===== src/rtl/fetch_pkg.sv =====
// Shared types and constants for the instruction fetch unit.
package fetch_pkg;

    localparam int unsigned XLEN = 32;
    localparam logic [XLEN-1:0] INSTR_BYTES = 32'd4;
    localparam logic [XLEN-1:0] RESET_PC_DEFAULT = 32'h0000_0000;

    typedef enum logic [2:0] {
        IDLE,
        REQ,
        WAIT,
        HOLD,
        FAULT
    } fetch_state_e;

    function automatic logic isAligned(input logic [XLEN-1:0] addr);
        return addr[1:0] == 2'b00;
    endfunction

endpackage


===== src/rtl/fetch_buf.sv =====
// Single-entry output register holding one fetched instruction and its address for decode.
module fetch_buf
    import fetch_pkg::*;
(
    input  logic            clk,
    input  logic            rst_n,
    input  logic            load_i,
    input  logic            flush_i,
    input  logic            ready_i,
    input  logic [XLEN-1:0] instr_i,
    input  logic [XLEN-1:0] pc_i,
    output logic            valid_o,
    output logic [XLEN-1:0] instr_o,
    output logic [XLEN-1:0] pc_o
);

    logic            valid_q;
    logic [XLEN-1:0] instr_q;
    logic [XLEN-1:0] pc_q;

    // Payload only changes on load, so it stays stable while decode stalls.
    always_ff @(posedge clk) begin
        if (!rst_n) begin
            valid_q <= 1'b0;
            instr_q <= '0;
            pc_q    <= '0;
        end else if (flush_i) begin
            valid_q <= 1'b0;
        end else if (load_i) begin
            valid_q <= 1'b1;
            instr_q <= instr_i;
            pc_q    <= pc_i;
        end else if (valid_q && ready_i) begin
            valid_q <= 1'b0;
        end
    end

    assign valid_o = valid_q;
    assign instr_o = instr_q;
    assign pc_o    = pc_q;

endmodule


===== src/rtl/fetch_unit.sv =====
// Instruction fetch FSM: one outstanding memory request, redirect handling with
// response kill, and a sticky fault on misaligned redirect targets.
module fetch_unit
    import fetch_pkg::*;
#(
    parameter logic [31:0] RESET_PC = RESET_PC_DEFAULT
) (
    input  logic        clk,
    input  logic        rst_n,
    input  logic        redirect_valid,
    input  logic [31:0] redirect_target,
    output logic        imem_req,
    output logic [31:0] imem_addr,
    input  logic        imem_gnt,
    input  logic        imem_rvalid,
    input  logic [31:0] imem_rdata,
    output logic        instr_valid,
    output logic [31:0] instr,
    output logic [31:0] instr_pc,
    input  logic        instr_ready,
    output logic        misalign_fault
);

    fetch_state_e state_q, state_d;
    logic [31:0]  pc_q, pc_d;
    logic         kill_q, kill_d;
    logic         fault_q, fault_d;
    logic         req_q;
    logic         bufLoad;
    logic         bufFlush;

    // Redirect outranks every other event; FAULT is absorbing until reset.
    always_comb begin
        state_d  = state_q;
        pc_d     = pc_q;
        kill_d   = kill_q;
        fault_d  = fault_q;
        bufLoad  = 1'b0;
        bufFlush = 1'b0;

        if (state_q != FAULT && redirect_valid) begin
            bufFlush = 1'b1;
            if (!isAligned(redirect_target)) begin
                fault_d = 1'b1;
                kill_d  = 1'b0;
                state_d = FAULT;
            end else begin
                pc_d = redirect_target;
                unique case (state_q)
                    WAIT: begin
                        kill_d  = !imem_rvalid;
                        state_d = imem_rvalid ? REQ : WAIT;
                    end
                    REQ: begin
                        kill_d  = imem_gnt;
                        state_d = imem_gnt ? WAIT : REQ;
                    end
                    default: state_d = REQ;
                endcase
            end
        end else begin
            unique case (state_q)
                IDLE: state_d = REQ;
                REQ: begin
                    if (imem_gnt) state_d = WAIT;
                end
                WAIT: begin
                    if (imem_rvalid) begin
                        if (kill_q) begin
                            kill_d  = 1'b0;
                            state_d = REQ;
                        end else begin
                            bufLoad = 1'b1;
                            pc_d    = pc_q + INSTR_BYTES;
                            state_d = HOLD;
                        end
                    end
                end
                HOLD: begin
                    if (instr_ready) state_d = REQ;
                end
                FAULT:   state_d = FAULT;
                default: state_d = IDLE;
            endcase
        end
    end

    always_ff @(posedge clk) begin
        if (!rst_n) begin
            state_q <= IDLE;
            pc_q    <= RESET_PC;
            kill_q  <= 1'b0;
            fault_q <= 1'b0;
            req_q   <= 1'b0;
        end else begin
            state_q <= state_d;
            pc_q    <= pc_d;
            kill_q  <= kill_d;
            fault_q <= fault_d;
            req_q   <= (state_d == REQ);
        end
    end

    fetch_buf u_fetch_buf (
        .clk     (clk),
        .rst_n   (rst_n),
        .load_i  (bufLoad),
        .flush_i (bufFlush),
        .ready_i (instr_ready),
        .instr_i (imem_rdata),
        .pc_i    (pc_q),
        .valid_o (instr_valid),
        .instr_o (instr),
        .pc_o    (instr_pc)
    );

    assign imem_req       = req_q;
    assign imem_addr      = pc_q;
    assign misalign_fault = fault_q;

endmodule


===== config.mk =====
export PLATFORM = sky130hd
export DESIGN_NAME = fetch_unit
export DESIGN_NICKNAME = d
export VERILOG_FILES = /design/src/rtl/fetch_pkg.sv /design/src/rtl/fetch_buf.sv /design/src/rtl/fetch_unit.sv
export SDC_FILE = /design/constraint.sdc
export NUM_CORES = 1
export LEC_CHECK = 0
export BUFFER_PORTS_ARGS = -buffer_cell sky130_fd_sc_hd__buf_2
export CAP_MARGIN = 20
export CORE_MARGIN = 5
export CORE_UTILIZATION = 45
export CTS_CLUSTER_DIAMETER = 200
export DETAILED_ROUTE_END_ITERATION = 12
export GPL_TIMING_DRIVEN = 0
export PLACE_DENSITY = 0.73
export SETUP_SLACK_MARGIN = 0.4
export SLEW_MARGIN = 40
export SYNTH_ARGS = -nofsm -noshare
export SYNTH_HDL_FRONTEND = slang
export SYNTH_SLANG_ARGS = --single-unit

===== constraint.sdc =====
create_clock -name clk -period 2.2 [get_ports clk]
set_clock_uncertainty 0.1 [all_clocks]
set_input_delay 0.22 -clock clk [delete_from_list [all_inputs] [get_ports clk]]
set_output_delay 0.22 -clock clk [all_outputs]
set_load 0.02 [all_outputs]

==> results of run 1 <==
==> worst max-delay path by stage <==
stage	to
floorplan	imem_addr[22]$_SDFFE_PN0P_
global placement	u_fetch_buf.pc_o[9]$_SDFFE_PN0P_
detailed placement	u_fetch_buf.pc_o[6]$_SDFFE_PN0P_
CTS	imem_addr[13]$_SDFFE_PN0P_
global route	imem_addr[26]$_SDFFE_PN0P_
finish	imem_addr[28]$_SDFFE_PN0P_
==> state kept, by name, indices dropped and copies added (netlist names) <==
signal / flops
imem_addr: 32
u_fetch_buf.instr_o: 32
u_fetch_buf.pc_o: 32
state_q: 3
imem_req: 1
kill_q: 1
misalign_fault: 1
u_fetch_buf.valid_o: 1
==> placed cells by master, fill, tap and decap left out, types with 6 or more instances in the layout <==
cell           instances
buf_2                174
nand2_1              161
dfxtp_1               81
buf_4                 41
a21boi_0              34
dlygate4sd3_1         30
a21oi_1               29
nor2_1                25
a21boi_1              17
dfxtp_4               17
buf_6                 13
nand3_1               13
o22ai_1               13
clkbuf_1              11
clkbuf_8              10
a22oi_2                9
nand4_1                8
mux2i_1                7
nor4_4                 7
o21ai_1                7
and3_1                 6
o21ai_0                6
==> worst max-delay path, cell delays in order, from the launching register on <==
cell and delay, ns:
dfxtp_4 0.41, ha_4 0.16, nand4_4 0.16, nor4_4 0.30, nand4_1 0.16, or4_1 0.54
o211ai_1 0.11
==> what timing repair did <==
action | 4_1_cts | 5_1_grt
endpoints found under the setup margin | 92 | 95
pin swaps | 23 | 22
buffers inserted | 37 | 8
resized for setup | 73 | 89
endpoints found under the hold margin | 29 | 1
hold buffers | 29 | 1
gates cloned | 2 | 1
==> routing by layer <==
layer  GRT usage [%]  up-vias  part of all wire, %
met3            7.44       92                   11
met4            8.09        0                  4.7
met5               0        -                    0
met1            30.1     2632                   37
li1                -     2594                    -
met2            43.6      392                   47
==> final cells by class <==
cell class | count | share of cell area, %
clock buffer | 10 | 1.87
timing repair buffer | 245 | 21.2
tap | 136 | 2.31
multi-input combinational | 443 | 39.3
clock inverter | 5 | 0.543
inverter | 2 | 0.102
sequential | 103 | 28.9
buffer | 45 | 5.77
==> kinds of logic (layout without fill, tap and decap cells) <==
group                      Yosys count  after routing
buffers and inverters               47            307
DFF                                103            103
muxes                                7              7
adders and majority gates            1              1
and+or+nand+nor                    277            277
AOI/OAI and AO/OA                  158            158
==> power by group through the flow <==
stage	sequential, mW	clock (mW)	combinational (mW)
finish	1.94	1.15	0.595
detailed placement	1.99	0	0.422
floorplan	2.01	0	0.218
global route	1.95	1.21	0.631
global placement	1.98	0	0.412
CTS	1.94	1.15	0.527
==> run_results.csv, run 1 <==
group,metric,value,unit
yosys,synth_fp_nets,664,
clock_tree,cts-root-buf,"clkbuf_8",
floorplanning,core,10300,sq um
route,routed_wl,18000,um
worst_setup_path,crit_type,"flop to flop",
yosys,synthFlopType,"dfxtp_1",
yosys,netlist.area_leader.share,43.6,%
timing,maxSlewViolCount,0,
yosys,synthTopCellsByArea,"dfxtp_1 44%, nand2_1 13%, a21boi_0 7.8%, a21oi_1 3.5%, nor2_1 2.5%",
yosys,ys_ff_latch,103,
route,drt_iter0_markers,502,
clock_tree,worstSkewPairLatency,0.37,ns
yosys,synth_area,4730,sq um
yosys,yosys.area.top_type,"dfxtp_1",
route,firstDrtPassIters,7,
yosys,synth.yosys.warnings,0,
clock_tree,htreeDepth,3,
clock_tree,cts_tree,"yes",
worst_setup_path,reg2reg_depth,6,
floorplanning,dieArea,12700,sq um
worst_setup_path,critPathLaunch,"imem_addr[2]$_SDFFE_PN0P_",
floorplanning,fp.dieH,113,um
yosys,synthCells,593,
yosys,synthSimpleGateAreaFrac,27.3,%
yosys,synth.most_common_cell,"nand2_1",
worst_setup_path,r2r-end,"imem_addr[28]$_SDFFE_PN0P_",
timing,slew_headroom,50.6,%
floorplanning,dieWidth,113,um
route,vias_per_cell,5.77,
yosys,synthAdderAreaFrac,0.264,%
yosys,synth_xor_area_share,0,%
global_routing,overflow,0,
pwr,irDropWorstVdd,0.427,mV
global_routing,grt_usage,25.3,%
timing,hold_violations,0,
yosys,synth_common_cells,"166 x nand2_1, 103 x dfxtp_1, 49 x a21boi_0",
yosys,synthMuxAreaShare,1.48,%
yosys,seq_area_frac_synth,43.6,%
worst_setup_path,arrival,2.21,ns
global_routing,grt_start_max_net_pins,18,
placement,gp_congestion,0.853,
worst_setup_path,startpoint_type,"flop",
layout,area_delta_synth_final,55.7,%
timing,max_clock_freq,493,MHz
timing,rsz0062_at_grt,"yes",
pwr,p_sw,1.06,mW
timing,worst_slack,0.171,ns
worst_setup_path,critPathRequiredTime,2.38,ns
yosys,synth-compound-area-share,22.9,%
layout,drive_above_1_share,41.5,%
global_routing,grt_antenna_before_repair,0,
pwr,p_int,2.63,mW
global_routing,grt_pass1_vias,5347,
global_routing,grt_pass1_wl,26400,um
pwr,power_leakage,3.18,nW
floorplanning,start_util,46.1,%
layout,post-route-util,71.7,%
timing,tightest_slew,0.742,ns
min_path,worstHoldStart,"imem_rdata[22]",
pwr,combPwrFrac,16.1,%
clock_tree,cts_max_path_buffers,2,
layout,nNetsFinal,920,
pwr,fin_total_pwr,3.68,mW
worst_setup_path,crit_path_end_kind,"flop",
pwr,power_frac_seq,52.7,%
timing,post-route-period-util,92.2,%
yosys,ys_types,63,
worst_setup_path,reg2reg_from,"imem_addr[2]$_SDFFE_PN0P_",
min_path,hold_end,"u_fetch_buf.instr_o[22]$_SDFFE_PN0P_",
floorplanning,ios,169,
clock_tree,clkTransAtPathRegs,0.11,ns
placement,place_area,5950,sq um
placement,dp_slack,-0.0473,ns
yosys,synth_top_family_by_area,"simple AND/OR/NAND/NOR gates",
yosys,synth_edf_count,0,
pwr,p_per_area,500,nW/um^2
layout,fillers,779,
placement,port_buffers,167,
min_path,hp-class,"primary input to flop",
timing,setup_tns,0,ns
job,drv_cap,0,
worst_setup_path,worst-path-max-fanout,5,
floorplanning,num_rows,37,
layout,multi_input_area,2890,sq um
route,drcViolationCount,0,
timing,fin_crit,2.03,ns
route,drtAntennaViolNets,0,
placement,placed_cells,896,
layout,n_antenna_cell,0,
layout,final_area,7370,sq um
pwr,switching_share,28.7,%
layout,instances_no_fill,989,
route,wl_per_cell,18.2,um
placement,hpwlAfterDp,11100,um
pwr,p_clk_share,31.1,%
yosys,syn-mean-instance-area,7.98,sq um
route,vias,5710,
timing,setup_violations,0,
layout,regArea,2130,sq um
min_path,hold_path_depth,3,
yosys,async_flop_share,0,%
status,status,"completed",
timing,hold_slack,0.0170,ns
worst_setup_path,ff2ff_setup_slack,0.17,ns
clock_tree,clock-sinks,103,
clock_tree,numCtsBuffers,9,
No activity file was read; power rests on OpenSTA's default activity.
==> inputs of run 2 (changes only) <==
- CORE_ASPECT_RATIO: not set -> 2
- CORE_UTILIZATION: 45 -> 51
- PLACE_DENSITY: 0.73 -> 0.78
- SYNTH_HIERARCHICAL: not set -> 1
- clock period: 2.2 -> 2.36 ns (I/O delays scaled with it)
==> run_results.csv, run 2 <==
group,metric,value,unit
layout,nNetsFinal,850,
layout,area_delta_synth_final,40.4,%
placement,port_buffers,167,
timing,rsz0062_at_grt,"yes",
clock_tree,numCtsBuffers,9,
placement,place_area,6050,sq um
worst_setup_path,slowest_stage,"or4_4",
global_routing,grt_pass1_wl,25700,um
min_path,worstHoldStart,"redirect_target[10]",
yosys,ys_ff_latch,103,
worst_setup_path,max_stage_delay,0.43,ns
floorplanning,core,9700,sq um
yosys,syn-mean-instance-area,8.81,sq um
timing,maxSlewViolCount,0,
worst_setup_path,worst-path-max-fanout,6,
global_routing,grt_start_max_net_pins,16,
timing,max_clock_freq,444,MHz
route,routed_wl,17300,um
yosys,synth.most_common_cell,"nand2_1",
yosys,synth_edf_count,0,
timing,setup_violations,0,
placement,gp_congestion,0.882,
worst_setup_path,critPathRequiredTime,2.51,ns
yosys,async_flop_share,0,%
clock_tree,cts_max_path_buffers,2,
yosys,synthTopCellsByArea,"dfxtp_1 41%, mux2i_1 15%, nand2_1 11%, buf_12 2.8%, a21oi_1 2.3%",
clock_tree,clkTransAtPathRegs,0.07,ns
floorplanning,ios,169,
clock_tree,holdBufCountCts,0,
timing,fin_crit,2.25,ns
route,drtAntennaViolNets,0,
pwr,p_per_area,552,nW/um^2
floorplanning,num_rows,51,
layout,final_area,7050,sq um
layout,fillers,755,
route,drcViolationCount,0,
global_routing,grt_pass1_vias,5263,
min_path,hp-class,"primary input to flop",
floorplanning,fp.dieH,150,um
clock_tree,htreeDepth,3,
global_routing,grt_usage,27.4,%
clock_tree,worstSkewPairLatency,0.34,ns
worst_setup_path,crit_type,"flop to flop",
timing,post-route-period-util,95.5,%
worst_setup_path,startpoint_type,"flop",
yosys,synth.yosys.warnings,6,
timing,hold_slack,0.0379,ns
layout,layout_commonest_cell,"buf_2",
floorplanning,start_util,51.8,%
worst_setup_path,arrival,2.41,ns
floorplanning,dieArea,12100,sq um
global_routing,grt_antenna_before_repair,0,
layout,drive_above_1_share,39.5,%
yosys,seq_area_frac_synth,41.1,%
layout,final_cell_mix,"181 x buf_2, 150 x nand2_1, 82 x dfxtp_1, 72 x mux2i_1, 21 x dfxtp_2",
route,wl_per_cell,18.9,um
clock_tree,cts-root-buf,"clkbuf_16",
timing,tightest_slew,0.651,ns
yosys,synth_common_cells,"150 x nand2_1, 103 x dfxtp_1, 74 x mux2i_1",
yosys,synthFlopType,"dfxtp_1",
worst_setup_path,crit_path_end_kind,"flop",
yosys,synth_area,5020,sq um
job,drv_cap,0,
yosys,yosys.area.top_type,"dfxtp_1",
route,vias,5276,
route,vias_per_cell,5.77,
worst_setup_path,critPathLaunch,"state_q[0]$_SDFF_PN0_",
pwr,power_leakage,2.99,nW
route,firstDrtPassIters,5,
route,drt_iter0_markers,316,
timing,slew_headroom,56.6,%
worst_setup_path,path_cells,"buf_6 -> nand3b_4 -> or4_4 -> buf_8 -> clkinv_8 -> buf_8 -> nor2b_4 -> buf_6 -> buf_16 -> buf_12 -> mux2i_1",
floorplanning,dieWidth,80.2,um
clock_tree,cts_tree,"yes",
layout,n_antenna_cell,0,
timing,hold_violations,0,
worst_setup_path,reg2reg_from,"state_q[0]$_SDFF_PN0_",
status,status,"completed",
yosys,synthCells,570,
yosys,netlist.area_leader.share,41.1,%
global_routing,overflow,0,
clock_tree,clock-sinks,103,
yosys,ys_types,67,
yosys,synth_fp_nets,641,
placement,hpwlAfterDp,12100,um
pwr,irDropWorstVdd,0.454,mV
-- run 2: area by class of cell --
cell class	count	area (sq um)	share of cell area (%)
flip-flops and latches	103	2090	29.6
inverters	11	56.3	0.798
multi-input cells	412	2700	38.3
plain buffers	44	438	6.21
clock inverters	4	95.1	1.35
repair buffers	198	1270	18.0
well taps	132	165	2.34
clock buffers	10	239	3.39
-- run 2: cells by family (layout without fill, tap and decap cells) --
logic type / count (synthesis) / in the layout / synth area share (%)
and+or+nand+nor: 242 / 242 / 23.1
DFF: 103 / 103 / 41.1
AOI/OAI and AO/OA: 93 / 93 / 12.6
muxes: 75 / 75 / 15.0
buffers and inverters: 55 / 267 / 7.85
adders and majority gates: 1 / 1 / 0.249
xor gates and xnor gates: 1 / 1 / 0.174
-- run 2: path summary, 6_finish.rpt --
| check | to | depth (start not counted) | slack (ns) |
|---|---|---|---|
| max | u_fetch_buf/instr_o[4]$_SDFFE_PN0P_ | 11 | 0.11 |
| min | imem_addr[10]$_SDFFE_PN0P_ | 3 | 0.04 |
| max reg2reg | u_fetch_buf/instr_o[4]$_SDFFE_PN0P_ | 11 | 0.11 |
| min reg2reg | misalign_fault$_SDFFE_PN0P_ | 2 | 0.35 |
-- run 2: metrics by stage --
stage / instances / setup TNS (ns) / power, mW / utilization [%] / setup WS, ns
3_5_place_dp: 869 / -1.04 / 2.19 / 62.3 / -0.0626
6_report: 914 / 0 / 3.89 / 72.7 / 0.106
5_1_grt: 914 / 0 / 4.01 / 72.7 / 0.0587
4_1_cts: 906 / 0 / 3.88 / 70.3 / 0.151
3_3_place_gp: 869 / -0.0377 / 2.18 / 62.3 / -0.00639
2_1_floorplan: 570 / 0 / 2.04 / - / 0.298
-- run 2: worst max-delay path: cells and delay by family, from the launching register on --
| family | cells | cell delay, ns |
|---|---|---|
| buffers and inverters | 7 | 0.77 |
| flip-flops | 1 | 0.32 |
| multiplexers | 1 | 0.22 |
| AND/OR/NAND/NOR | 3 | 0.76 |
-- run 2: metal layers --
layer	GRT usage [%]	vias up	routed length, um
met5	0	-	0
met4	18.0	0	1050
met3	5.45	80	1180
met2	49.8	310	9150
met1	27.2	2465	5900
li1	-	2421	-
-- run 2: power breakdown --
| part | internal, mW | switching [mW] |
|---|---|---|
| sequential | 1.76 | 0.0353 |
| clock | 1.05 | 0.628 |
| combinational | 0.173 | 0.241 |
| total | 2.99 | 0.904 |
-- run 2: repair_timing --
item | CTS | global route
endpoints found under the setup margin | 94 | 95
gates resized for setup | 53 | 31
buffers inserted | 17 | 5
gates cloned | 6 | 3
pin swaps | 7 | 5
